===== src/rtl/ex_mem_skid_reg.sv =====
// EX->MEM elastic pipeline register: two-entry skid buffer with a registered in_ready.
// Optional EX_MEM_STATS_EN adds saturating transfer/stall counters.
module ex_mem_skid_reg #(
  parameter int DATA_W = 64,
  parameter int TAG_W  = 5
) (
  input  logic              clk,
  input  logic              rst_n,
  input  logic              flush,
  input  logic              in_valid,
  output logic              in_ready,
  input  logic [DATA_W-1:0] in_data,
  input  logic [TAG_W-1:0]  in_tag,
  input  logic              in_wen,
  output logic              out_valid,
  input  logic              out_ready,
  output logic [DATA_W-1:0] out_data,
  output logic [TAG_W-1:0]  out_tag,
  output logic              out_wen,
  output logic [1:0]        occupancy
`ifdef EX_MEM_STATS_EN
  ,
  output logic [31:0]       stat_xfer,
  output logic [31:0]       stat_stall
`endif
);

  // state   | meaning
  // S_EMPTY | nothing held, outputs invalid
  // S_ONE   | main register holds the oldest word
  // S_TWO   | main and skid both full, upstream stalled
  typedef enum logic [1:0] {
    S_EMPTY = 2'd0,
    S_ONE   = 2'd1,
    S_TWO   = 2'd2
  } state_t;

  state_t            state;
  state_t            state_nxt;
  logic              accept;
  logic              drain;
  logic [DATA_W-1:0] skid_data;
  logic [TAG_W-1:0]  skid_tag;
  logic              skid_wen;

  assign accept = in_valid & in_ready;
  assign drain  = out_valid & out_ready;

  // in_ready is a flop so there is no combinational path from out_ready back to EX
  always_ff @(posedge clk or negedge rst_n) begin
    if (!rst_n) begin
      state    <= S_EMPTY;
      in_ready <= 1'b1;
    end else begin
      state    <= state_nxt;
      in_ready <= (state_nxt != S_TWO);
    end
  end

  always_comb begin
    state_nxt = state;
    if (flush) begin
      state_nxt = S_EMPTY;
    end else begin
      case (state)
        S_EMPTY: if (accept) state_nxt = S_ONE;
        S_ONE: begin
          if (accept && !drain)      state_nxt = S_TWO;
          else if (!accept && drain) state_nxt = S_EMPTY;
        end
        S_TWO:   if (drain) state_nxt = S_ONE;
        default: state_nxt = S_EMPTY;
      endcase
    end
  end

  always_comb begin
    out_valid = 1'b0;
    occupancy = 2'd0;
    case (state)
      S_ONE: begin
        out_valid = 1'b1;
        occupancy = 2'd1;
      end
      S_TWO: begin
        out_valid = 1'b1;
        occupancy = 2'd2;
      end
      default: ;
    endcase
  end

  always_ff @(posedge clk or negedge rst_n) begin
    if (!rst_n) begin
      out_data  <= '0;
      out_tag   <= '0;
      out_wen   <= 1'b0;
      skid_data <= '0;
      skid_tag  <= '0;
      skid_wen  <= 1'b0;
    end else if (flush) begin
      out_wen  <= 1'b0;
      skid_wen <= 1'b0;
    end else begin
      case (state)
        S_EMPTY: begin
          if (accept) begin
            out_data <= in_data;
            out_tag  <= in_tag;
            out_wen  <= in_wen;
          end
        end
        S_ONE: begin
          if (accept && drain) begin
            out_data <= in_data;
            out_tag  <= in_tag;
            out_wen  <= in_wen;
          end else if (accept) begin
            skid_data <= in_data;
            skid_tag  <= in_tag;
            skid_wen  <= in_wen;
          end
        end
        S_TWO: begin
          if (drain) begin
            out_data  <= skid_data;
            out_tag   <= skid_tag;
            out_wen   <= skid_wen;
            skid_data <= '0;
            skid_tag  <= '0;
            skid_wen  <= 1'b0;
          end
        end
        default: ;
      endcase
    end
  end

`ifdef EX_MEM_STATS_EN
  // a drain in a flush cycle is squashed, so it is not a transfer
  always_ff @(posedge clk or negedge rst_n) begin
    if (!rst_n) begin
      stat_xfer  <= '0;
      stat_stall <= '0;
    end else begin
      if (drain && !flush && (stat_xfer != 32'hFFFF_FFFF))
        stat_xfer <= stat_xfer + 32'd1;
      if (out_valid && !out_ready && (stat_stall != 32'hFFFF_FFFF))
        stat_stall <= stat_stall + 32'd1;
    end
  end
`endif

endmodule


===== config.mk =====
export PLATFORM = sky130hd
export DESIGN_NAME = ex_mem_skid_reg
export DESIGN_NICKNAME = d
export VERILOG_FILES = /design/src/rtl/ex_mem_skid_reg.sv
export SDC_FILE = /design/constraint.sdc
export NUM_CORES = 1
export LEC_CHECK = 0
export ABC_AREA = 1
export BUFFER_PORTS_ARGS = -buffer_cell sky130_fd_sc_hd__buf_2
export CORE_ASPECT_RATIO = 1.2
export CORE_MARGIN = 2
export CORE_UTILIZATION = 45
export CTS_CLUSTER_DIAMETER = 50
export DETAILED_ROUTE_END_ITERATION = 8
export GPL_ROUTABILITY_DRIVEN = 0
export PLACE_DENSITY = 0.68
export RECOVER_POWER = 100
export SLEW_MARGIN = 15
export SYNTH_ARGS = -nofsm -noshare
export SYNTH_HDL_FRONTEND = slang
export SYNTH_SLANG_ARGS = --single-unit

===== constraint.sdc =====
create_clock -name clk -period 2 [get_ports clk]
set_input_delay 0.4 -clock clk [delete_from_list [all_inputs] [get_ports clk]]
set_output_delay 0.4 -clock clk [all_outputs]
set_load 0.05 [all_outputs]

Yosys cells after proc, flatten, opt, wreduce, memory -nomap -nowiden
Cells that the tools add are included.
{"block": "totals", "regBits": 143, "wordCells": 70, "input_bits": 75}
{"block": "classes", "bitwise_logic": 3, "n_eq_ne": 13, "n_mux": 31, "n_reduce_logical": 15}
{"cell": "two-way mux 64 bit", "count": 5}
{"cell": "one-hot mux 64 bit (3 select lines)", "count": 1}
{"cell": "one-hot mux 64 bit (2 select lines)", "count": 1}
{"cell": "two-way mux 5 bit", "count": 5}
{"cell": "inequality test 3 bit, second input constant", "count": 5}
{"cell": "one-hot mux 5 bit (3 select lines)", "count": 1}
{"cell": "inequality test 2 bit, second input constant", "count": 6}
{"cell": "two-way mux 2 bit", "count": 5}
{"cell": "one-hot mux 5 bit (2 select lines)", "count": 1}
{"cell": "AND reduction 5 bit", "count": 2}
{"cell": "two-way mux 1 bit", "count": 8}
{"cell": "AND reduction 4 bit", "count": 2}
{"cell": "one-hot mux 2 bit (3 select lines)", "count": 1}
{"cell": "nonzero test 3 bit", "count": 2}
{"cell": "one-hot mux 2 bit (2 select lines)", "count": 1}
{"cell": "nonzero test 4 bit", "count": 1}
{"cell": "logical AND 1 bit", "count": 3}
{"cell": "one-hot mux 1 bit (3 select lines)", "count": 1}
{"cell": "bitwise AND 1 bit", "count": 2}
{"cell": "equality test 2 x 1 -> 1 bit, second input constant", "count": 1}
{"cell": "equality test 2 bit, second input constant", "count": 1}
{"cell": "zero test 1 bit", "count": 2}
{"cell": "zero test 2 bit", "count": 1}
{"cell": "one-hot mux 1 bit (2 select lines)", "count": 1}
{"cell": "other kinds (3)", "count": 3}

Depth between registers and ports, before layout
Gate-level depths: netlist (run 1).
{"block": "logic_depth", "ltp_word": 10, "depth_mapped": 10, "mapped_depth_nobuf": 10}

Worst setup path before layout (run 1)
No wires, ideal clock.
{"block": "synth_timing", "kind": "register to register", "startpoint": "register state[1]", "endpoint": "register out_data[21]", "setup_ps": 122, "path_stages_with_launch": 10, "synth_period_minus_slack_ps": 2068, "t_arrival_ps": 1946, "path_slack_ps": -68, "cell_sequence": "dfrtp_1 > inv_1 > ha_1 > nand2_1 > o21ai_1 > nand2_1 > buf_2 > buf_2 > nand2_1 > o21ai_1"}
{"block": "synth_via", "elab_chain_len": 7, "elab_cells_between_ends": 13}
{"element": "start, declared", "line": "38", "source": "state_t state;"}
{"element": "start signal, assigned", "line": "55", "source": "state <= state_nxt;"}
{"element": "equality test 2 bit or equality test 2 x 1 -> 1 bit (tied branches)", "line": "80", "source": "case (state)"}
{"element": "OR reduction 2 bit (no line) (*)"}
{"element": "two-way mux 1 bit (*)", "line": "80"}
{"element": "via out_valid", "line": "15", "source": "output logic out_valid,"}
{"element": "bitwise AND 1 bit (*)", "line": "47", "source": "assign drain = out_valid & out_ready;"}
{"element": "logical AND 1 bit", "line": "114", "source": "if (accept && drain) begin"}
{"element": "inequality test 2 bit (no line)"}
{"element": "AND reduction 5 bit (no line) (*)"}
{"element": "end signal, assigned", "line": "108", "source": "out_data <= in_data;"}
{"element": "end signal, assigned", "line": "115", "source": "out_data <= in_data;"}
{"element": "end signal, assigned", "line": "126", "source": "out_data <= skid_data;"}
{"element": "end, declared", "line": "17", "source": "output logic [DATA_W-1:0] out_data,"}
Mark *: on every way through the listed nets, which the timed path passes. The rest lies on a longest branch.
A chain may end at the register's enable or synchronous reset.

Final worst setup path (run 1)
{"block": "layout_timing", "startpoint": "register state[1]", "endpoint": "output occupancy[0]"}
{"block": "layout_via", "elab_chain_len": 2, "elab_cells_between_ends": 3}
{"element": "equality test 2 bit or equality test 2 x 1 -> 1 bit (tied branches)", "line": "80"}
{"element": "one-hot mux 2 bit (2 select lines) (*)", "line": "80"}
{"element": "end, declared", "line": "20", "source": "output logic [1:0] occupancy"}
Mark *: on every way between the ends. The rest lies on a longest branch, timed or not.

==> results.py, run 1 <==
metrics = {
    "cts": {
        "cts_sinks": 143,
        "tritoncts": "built",
        "cts_made_buffers": 17,
        "cts_max_path_buffers": 2,
        "h-tree-depth": 4,
        "post_cts_buffers": 0,
        "clockRootBuffer": "clkbuf_16",
        "path_clk_slew_ns": 0.06,
        "clk_latency_ns": 0.43,
    },
    "timing": {
        "fin_worst_skew_ns": 0.007675,
        "max_freq_ghz": 0.5186,
        "setup_viol": 0,
        "fin_setup_tns_ns": 0,
        "slew_headroom": 0.1771,
        "tightest_slew_ns": 1.234,
        "setup_ws_ns": 0.07154,
        "slew_violations": 0,
        "rsz0062_at_grt": "no",
        "post-route-min-period_ns": 1.928,
        "fin_hold_ws_ns": 0.2990,
        "finalHoldViolations": 0,
        "post-route-period-util": 0.9642,
    },
    "finish": {
        "mostFrequentLayoutCell": "nand2_1",
        "stdcell_count": 1135,
        "layout_common_cells": "nand2_1, dfrtp_1, inv_1",
        "num-fill-cells": 1384,
        "drive_gt1_frac": 0.1385,
        "nets": 1028,
        "syn_to_final_growth_pct": 22.45,
        "post-route-util": 0.5580,
        "antenna_cells": 0,
    },
    "power": {
        "power.leakage_nw": 4.277,
        "combPwrFrac": 0.422,
        "power_density_nw_per_um2": 1761,
        "seq_power_share": 0.357,
        "ir_worst_vdd_v": 0.0009919,
        "internal_power_w": 0.007444,
        "power.share.clock": 0.221,
        "switching_power_w": 0.006545,
        "switching_share": 0.4679,
    },
    "route": {
        "drt_iter0_markers": 432,
        "wl_per_cell_um": 13.31,
        "drc": 0,
        "drt_first_pass_iters": 4,
        "viasPerCell": 4.920,
        "vias": 5584,
        "routed_wl_um": 15110,
        "ant_nets": 0,
    },
    "worst_setup_path": {
        "reg2reg_depth": 8,
        "cp_max_fo": 6,
        "reg2reg_slack_ns": 0.12,
        "cp-start-kind": "flop",
        "r2r_start": "state[0]$_DFF_PN0_",
        "crit_start": "state[1]$_DFF_PN0_",
        "endpoint_kind": "primary output",
        "cp.arrival_ns": 1.53,
        "critical_path_class": "reg2out",
        "critPathRequiredTime_ns": 1.60,
        "r2r-end": "out_data[8]$_DFFE_PN0P_",
    },
    "placement": {
        "dp_hpwl_um": 9697,
        "preCtsSetupSlack_ns": 0.1498,
        "dp.cells": 1103,
        "port_buffers": 148,
    },
    "die": {
        "fp.dieW_um": 113.6,
        "num_rows": 48,
        "io_pins": 149,
        "die_h_um": 135.5,
        "start_util": 0.4557,
        "core-area_um2": 14230,
        "dieArea_um2": 15390,
    },
    "global_route": {
        "grt_pass1_wl_um": 24940,
        "antenna_found_initial": 0,
        "overflow": 0,
        "grt_start_max_net_pins": 74,
        "grt_pass1_vias": 5318,
        "gr-usage-all-layers": 0.2039,
    },
    "yosys": {
        "syn_inst": 814,
        "syn-num-nets": 894,
        "netlist.area_leader.share": 0.5478,
        "ys_ff_latch": 143,
        "synth.area.top_cells": "dfrtp_1, nand2_1, nand3_1",
        "synth_top_cell_by_area": "dfrtp_1",
        "ys_warn_count": 0,
        "netlist_area_um2": 6486,
        "seq_area_frac_synth": 0.5519,
        "avgSynthCellArea_um2": 7.968,
        "ys_types": 21,
    },
    "run": {
        "drv_cap": 0,
    },
    "worst_hold_path": {
        "min_path_cells": 5,
        "hold_path_class": "in2reg",
        "min_from": "in_data[54]",
        "hold_path_end": "skid_data[54]$_DFFE_PN0P_",
    },
    "status": {
        "run_status": "finished, final reports clean",
    },
}
==> synthesized netlist by cell type <==
master	instances
a21oi_1	70
buf_4	3
dfrtp_1	142
o21ai_1	62
inv_1	80
buf_2	28
nor2_4	1
inv_2	1
nand2_1	237
nand3_1	73
nor2_1	77
nand4_1	1
ha_1	5
nand2_2	1
nand3_2	1
buf_6	1
dfstp_2	1
o211ai_1	1
clkbuf_1	12
buf_1	8
o21ai_0	9
==> worst max path at each step <==
stage | end | slack [ns] | depth (start not counted)
6_report | occupancy[0] | 0.07 | 3
3_5_place_dp | out_data[59]$_DFFE_PN0P_ | 0.15 | 8
4_1_cts | occupancy[0] | 0.07 | 3
5_1_grt | out_data[48]$_DFFE_PN0P_ | 0.02 | 7
3_3_place_gp | skid_data[16]$_DFFE_PN0P_ | 0.21 | 8
2_1_floorplan | skid_data[53]$_DFFE_PN0P_ | 0.006 | 9
==> registers in the layout (all words and copies together), names as in the netlist <==
name       count
skid_data     64
skid_wen       1
out_data      64
state          2
out_tag        5
out_wen        1
skid_tag       5
in_ready       1
==> layout make-up <==
type | count | area [um^2] | area share
Sequential cell | 143 | 3580 | 0.4507
Timing Repair Buffer | 167 | 890.9 | 0.1122
Clock buffer | 20 | 456.7 | 0.05750
Tap cell | 175 | 219.0 | 0.02757
Clock inverter | 11 | 116.4 | 0.01465
Inverter | 81 | 304.0 | 0.03828
Multi-Input combinational cell | 538 | 2376 | 0.2991
==> logic make-up after synthesis <==
kind of cell	after synthesis	share of synthesized area
compound gates	142	0.1100
flops	143	0.5519
simple gates	391	0.2432
buf+inv	133	0.08526
fa+ha+maj	5	0.009645
==> per-stage QoR <==
step	area (um^2)	total power, W
detailed placement	7473	0.01119
global placement	7473	0.01109
CTS	8056	0.01433
floorplan	6489	0.009526
finish	7943	0.01399
global route	7943	0.01487
==> metal layers <==
metal  GRT usage  vias to the layer above  wire (um)
li1            -                     2837          -
met1      0.2625                     2570       6902
met2      0.3360                      157       7164
met3     0.04743                       20        754
met4     0.07791                        0        291
met5           0                        -          0
==> power groups by stage <==
stage / Clock [W] / Combinational (W) / Sequential [W]
CTS: 0.00316 / 0.00621 / 0.00497
floorplan: 0 / 0.00232 / 0.00721
global placement: 0 / 0.00611 / 0.00498
global route: 0.00328 / 0.00646 / 0.00513
detailed placement: 0 / 0.00621 / 0.00498
finish: 0.00309 / 0.00591 / 0.00499
==> critical path, stage by stage, from the launching register on <==
cell and delay [ns]:
dfrtp_1 0.37, inv_1 0.10, ha_1 0.30, clkbuf_2 0.33
==> what timing repair did <==
| action | CTS | global route |
|---|---|---|
| resized for setup | 0 | 0 |
| hold endpoints to repair | 44 | 0 |
| hold buffers | 1 | 0 |
No activity file was read; power rests on OpenSTA's default activity.
==> inputs of run 2 (changes only) <==
--- a/config.mk
+++ b/config.mk
@@ -13,7 +13,7 @@
 export CTS_CLUSTER_DIAMETER = 50
 export DETAILED_ROUTE_END_ITERATION = 8
 export GPL_ROUTABILITY_DRIVEN = 0
-export PLACE_DENSITY = 0.68
+export PLACE_DENSITY = 0.76
 export RECOVER_POWER = 100
 export SLEW_MARGIN = 15
 export SYNTH_ARGS = -nofsm -noshare
==> run 2 against run 1 <==
- utilization down 0.25 points
- global-route usage is 0.18 points lower
- clock-buffer cell count shrank 2
- final cell count decreased by 0.26%
- combinational power hardly changed
- flip-flop and latch count unchanged
- cell area is 0.46% lower
- power fell by 0.47%
- clock power hardly changed
==> results.py, run 2 (synthesis results as in run 1) <==
metrics = {
    "status": {
        "run_status": "finished, final reports clean",
    },
    "timing": {
        "fin_worst_skew_ns": 0.006711,
        "setup_viol": 0,
        "fin_setup_tns_ns": 0,
        "finalHoldViolations": 0,
        "post-route-period-util": 0.9466,
        "slew_headroom": 0.3181,
        "fin_hold_ws_ns": 0.3011,
        "slew_violations": 0,
        "tightest_slew_ns": 1.023,
        "max_freq_ghz": 0.5282,
        "rsz0062_at_grt": "no",
        "post-route-min-period_ns": 1.893,
    },
    "route": {
        "drc": 0,
        "drt_iter0_markers": 449,
        "wl_per_cell_um": 13.20,
        "viasPerCell": 4.996,
        "vias": 5655,
        "drt_first_pass_iters": 5,
        "ant_nets": 0,
        "routed_wl_um": 14940,
    },
    "power": {
        "power_density_nw_per_um2": 1761,
        "ir_worst_vdd_v": 0.0008285,
        "power.leakage_nw": 4.243,
    },
    "worst_setup_path": {
        "r2r-end": "out_data[8]$_DFFE_PN0P_",
        "r2r_start": "state[0]$_DFF_PN0_",
        "endpoint_kind": "primary output",
        "cp_max_fo": 6,
        "cp.arrival_ns": 1.49,
        "reg2reg_depth": 8,
        "critPathRequiredTime_ns": 1.60,
        "critical_path_class": "reg2out",
        "reg2reg_slack_ns": 0.17,
        "cp-start-kind": "flop",
    },
    "global_route": {
        "grt_pass1_wl_um": 24900,
        "overflow": 0,
        "grt_start_max_net_pins": 77,
        "grt_pass1_vias": 5411,
        "antenna_found_initial": 0,
        "gr-usage-all-layers": 0.2020,
    },
    "die": {
        "die_h_um": 135.5,
        "io_pins": 149,
        "dieArea_um2": 15390,
        "fp.dieW_um": 113.6,
        "num_rows": 48,
        "core-area_um2": 14230,
        "start_util": 0.4557,
    },
    "cts": {
        "cts_made_buffers": 17,
        "post_cts_buffers": 0,
        "cts_max_path_buffers": 2,
        "clockRootBuffer": "clkbuf_16",
        "cts_resized": 0,
        "tritoncts": "built",
        "clk_latency_ns": 0.43,
        "cts_sinks": 143,
        "path_clk_slew_ns": 0.06,
        "h-tree-depth": 4,
    },
    "run": {
        "drv_cap": 0,
    },
    "finish": {
        "layout_common_cells": "nand2_1, dfrtp_1, inv_1",
        "post-route-util": 0.5555,
        "num-fill-cells": 1367,
        "mostFrequentLayoutCell": "nand2_1",
        "antenna_cells": 0,
        "reg_top3": "out_data (64), skid_data (64)",
        "design_area_um2": 7906,
        "syn_to_final_growth_pct": 21.89,
        "drive_gt1_frac": 0.1348,
        "nets": 1024,
    },
    "worst_hold_path": {
        "hold_path_end": "skid_data[54]$_DFFE_PN0P_",
        "min_path_cells": 5,
        "min_from": "in_data[54]",
        "hold_path_class": "in2reg",
    },
    "placement": {
        "port_buffers": 148,
        "dp_hpwl_um": 9290,
        "place_area_um2": 7456,
    },
}
-- run 2: routing by layer --
metal,GRT usage,share of wire
met5,0,0
met1,0.2620,0.44
met4,0.07927,0.020
met3,0.05190,0.054
met2,0.3263,0.48
-- run 2: final cells by class --
| cell class | count | area, um^2 | share of cell area |
|---|---|---|---|
| Sequential cell | 143 | 3580 | 0.4528 |
| Multi-Input combinational cell | 538 | 2374 | 0.3002 |
| Inverter | 81 | 304.0 | 0.03846 |
| Clock inverter | 14 | 143.9 | 0.01820 |
| Tap cell | 175 | 219.0 | 0.02769 |
| Timing Repair Buffer | 163 | 857.1 | 0.1084 |
| Clock buffer | 18 | 429.2 | 0.05428 |
-- run 2: worst max-delay path by stage --
stage	from	to	depth (start not counted)
after detailed placement	state[0]$_DFF_PN0_	out_data[48]$_DFFE_PN0P_	8
final	state[1]$_DFF_PN0_	occupancy[0]	3
after global placement	state[1]$_DFF_PN0_	out_data[47]$_DFFE_PN0P_	9
after floorplan	state[1]$_DFF_PN0_	skid_data[53]$_DFFE_PN0P_	9
after global routing	state[1]$_DFF_PN0_	occupancy[0]	3
after CTS	state[1]$_DFF_PN0_	occupancy[0]	3
-- run 2: per-stage QoR --
step           worst slack, ns  total power [W]  cells
2_1_floorplan         0.006096         0.009526    814
3_3_place_gp            0.2559          0.01101   1099
3_5_place_dp            0.2084          0.01115   1099
4_1_cts                0.07781          0.01427   1132
5_1_grt               0.001186          0.01480   1132
6_report                0.1068          0.01392   1132
-- run 2: where the power goes --
part           leakage (nW)  total, W  internal [W]  switching, W
registers              1.78   0.00497       0.00423      0.000750
logic                  2.19   0.00588       0.00131       0.00457
clock network         0.268   0.00307       0.00183       0.00125
total                  4.24    0.0139       0.00736       0.00656
-- run 2: what timing repair did --
item	4_1_cts	5_1_grt
hold endpoints to repair	35	0
endpoints found under the setup margin	0	0
hold buffers	1	0
-- run 2: worst max-delay path, stage by stage, from the launching register on --
cell	delay (ns)
dfrtp_1	0.38
inv_1	0.10
ha_1	0.28
buf_2	0.31
==> inputs of run 3 (changes only) <==
--- a/config.mk
+++ b/config.mk
@@ -13,7 +13,7 @@
 export CTS_CLUSTER_DIAMETER = 50
 export DETAILED_ROUTE_END_ITERATION = 8
 export GPL_ROUTABILITY_DRIVEN = 0
-export PLACE_DENSITY = 0.76
+export PLACE_DENSITY = 0.75
 export RECOVER_POWER = 100
 export SLEW_MARGIN = 15
 export SYNTH_ARGS = -nofsm -noshare
==> constraint.sdc (replaced) <==
create_clock -name clk -period 2.4 [get_ports clk]
set_input_delay 0.48 -clock clk [delete_from_list [all_inputs] [get_ports clk]]
set_output_delay 0.48 -clock clk [all_outputs]
set_load 0.01 [all_outputs]
==> run 3 against run 2 <==
- cell area fell by 0.46%
- the flow now finishes with violations (capacitance limit, slew limit)
- utilization fell by 0.25 points
- power fell by 29%
- non-clock buffer count fell by 4
- clock power fell by 11%
- final cell count fell by 0.53%
- global-route usage rose by 0.39 points
- largest cell class unchanged
- clock-buffer cell count rose by 5
- hold slack improved by 0.090 ns
- wire length rose by 0.51%
- sequential power fell by 16%
- largest power group is now registers
==> results.py, run 3 (synthesis results as in run 1) <==
metrics = {
    "status": {
        "violations": "capacitance limit, slew limit",
        "run_status": "finished, violations left",
    },
    "finish": {
        "multi_input_area_um2": 2374,
        "nets": 1020,
        "reg_top3": "out_data (64), skid_data (64)",
        "num-fill-cells": 1362,
        "syn_to_final_growth_pct": 21.33,
        "seq_area_um2": 3580,
        "mostFrequentLayoutCell": "nand2_1",
        "antenna_cells": 0,
        "layout_common_cells": "nand2_1, dfrtp_1, inv_1",
        "drive_gt1_frac": 0.1230,
        "design_area_um2": 7870,
    },
    "timing": {
        "slew_headroom": -0.003070,
        "finalHoldViolations": 0,
        "max_freq_ghz": 0.4668,
        "tightest_slew_ns": 1.505,
        "setup_viol": 0,
        "slew_violations": 57,
        "rsz0062_at_grt": "no",
        "fin_setup_tns_ns": 0,
        "post-route-period-util": 0.8926,
        "post-route-min-period_ns": 2.142,
        "fin_worst_skew_ns": 0.008707,
    },
    "route": {
        "vias": 5606,
        "drt_first_pass_iters": 5,
        "routed_wl_um": 15020,
        "viasPerCell": 4.979,
        "wl_per_cell_um": 13.34,
        "drt_iter0_markers": 490,
        "ant_nets": 0,
        "drc": 0,
    },
    "placement": {
        "place_area_um2": 7393,
        "dp_hpwl_um": 9388,
        "port_buffers": 148,
    },
    "run": {
        "drv_cap": 1,
    },
    "die": {
        "io_pins": 149,
        "core-area_um2": 14230,
        "start_util": 0.4557,
        "num_rows": 48,
        "dieArea_um2": 15390,
        "fp.dieW_um": 113.6,
        "die_h_um": 135.5,
    },
    "worst_setup_path": {
        "critPathRequiredTime_ns": 2.74,
        "cp.arrival_ns": 2.48,
        "crit_path_frequent_cell": "nand2_1",
        "cp_max_fo": 91,
        "path_cells": "inv_1 > ha_4 > buf_4 > nand2_1 > nand2_1 > a21oi_1 > nor2_1 > nand2_1",
        "critical_path_class": "reg2reg",
        "cpLargestDelayFamily": "buffers and inverters",
        "cp.depth": 8,
        "endpoint_kind": "flop",
        "cp_num_buf_inv": 2,
        "cp-start-kind": "flop",
        "reg2reg_depth": 8,
        "cp_slowest_cell": "buf_4",
        "critical_path.max_stage_delay_ns": 0.68,
    },
    "global_route": {
        "grt_pass1_vias": 5408,
        "grt_start_max_net_pins": 92,
        "antenna_found_initial": 0,
        "grt_pass1_wl_um": 25410,
        "gr-usage-all-layers": 0.2059,
        "overflow": 0,
    },
    "cts": {
        "h-tree-depth": 4,
        "cts_max_path_buffers": 2,
        "cts_sinks": 143,
        "clk_latency_ns": 0.42,
        "tritoncts": "built",
        "cts_made_buffers": 17,
        "post_cts_buffers": 0,
        "clockRootBuffer": "clkbuf_16",
        "path_clk_slew_ns": 0.06,
    },
    "power": {
        "power.leakage_nw": 4.233,
        "ir_worst_vdd_v": 0.0005499,
        "power_density_nw_per_um2": 1260,
    },
    "worst_hold_path": {
        "hold_path_class": "in2reg",
        "min_path_cells": 5,
    },
}
-- run 3: cell count changes in the layout (fill, tap and decap cells not counted), sizes merged --
| cell | previous run | this run |
|---|---|---|
| clkbuf | 93 | 99 |
| clkinvlp | 5 | 0 |
| buf | 87 | 83 |
| clkinv | 6 | 3 |
| bufinv | 2 | 4 |
| dlygate4sd3 | 1 | 0 |
| inv | 82 | 81 |
-- run 3: worst min-delay path, cell delays in order --
cell and delay, ns:
buf_2 0.09, inv_1 0.04, nor2_1 0.04, nand3_1 0.07
nand2_1 0.05
-- run 3: timing repair --
action	CTS	global route
hold buffers	0	0
endpoints found under the setup margin	0	2
gates resized for setup	0	1
-- run 3: path summary, 6_finish.rpt --
check / slack, ns / startpoint / endpoint
max: 0.26 / state[0]$_DFF_PN0_ / in_ready$_DFF_PN1_
min: 0.39 / in_data[56] / skid_data[56]$_DFFE_PN0P_
max reg2reg: 0.26 / state[0]$_DFF_PN0_ / in_ready$_DFF_PN1_
min reg2reg: 0.47 / skid_data[14]$_DFFE_PN0P_ / skid_data[14]$_DFFE_PN0P_
max in group asynchronous: 0.46 / rst_n / out_data[43]$_DFFE_PN0P_
min in group asynchronous: 0.42 / rst_n / state[0]$_DFF_PN0_
-- run 3: where the power goes --
| group | internal (W) | switching, W |
|---|---|---|
| logic | 0.00103 | 0.00200 |
| clock network | 0.00178 | 0.000942 |
| registers | 0.00352 | 0.000637 |
-- run 3: cell type report --
type | instances | area share
sequential | 143 | 0.4548
multi-input combinational | 538 | 0.3016
timing repair buffer | 159 | 0.1005
clock buffer | 23 | 0.05946
inverter | 81 | 0.03863
tap | 175 | 0.02782
clock inverter | 7 | 0.01717
-- run 3: routing by layer --
metal	track usage	wire length (um)	part of all wire	vias to the layer above
met5	0	0	0	-
met4	0.1070	435	0.029	0
met3	0.03893	697	0.046	34
met2	0.3250	7143	0.48	170
met1	0.2715	6741	0.45	2578
li1	-	-	-	2824
-- run 3: per-stage QoR --
step | std cells | power (W) | worst slack (ns) | utilization | hold slack, ns
2_1_floorplan | 814 | 0.006189 | 0.6603 | - | 0.1844
3_3_place_gp | 1096 | 0.007344 | 0.3736 | 0.5194 | 0.4532
3_5_place_dp | 1096 | 0.007468 | 0.2164 | 0.5194 | 0.4583
4_1_cts | 1126 | 0.01022 | 0.2010 | 0.5618 | 0.04765
5_1_grt | 1126 | 0.01067 | 0.03659 | 0.5529 | 0.3955
6_report | 1126 | 0.009914 | 0.2578 | 0.5529 | 0.3906
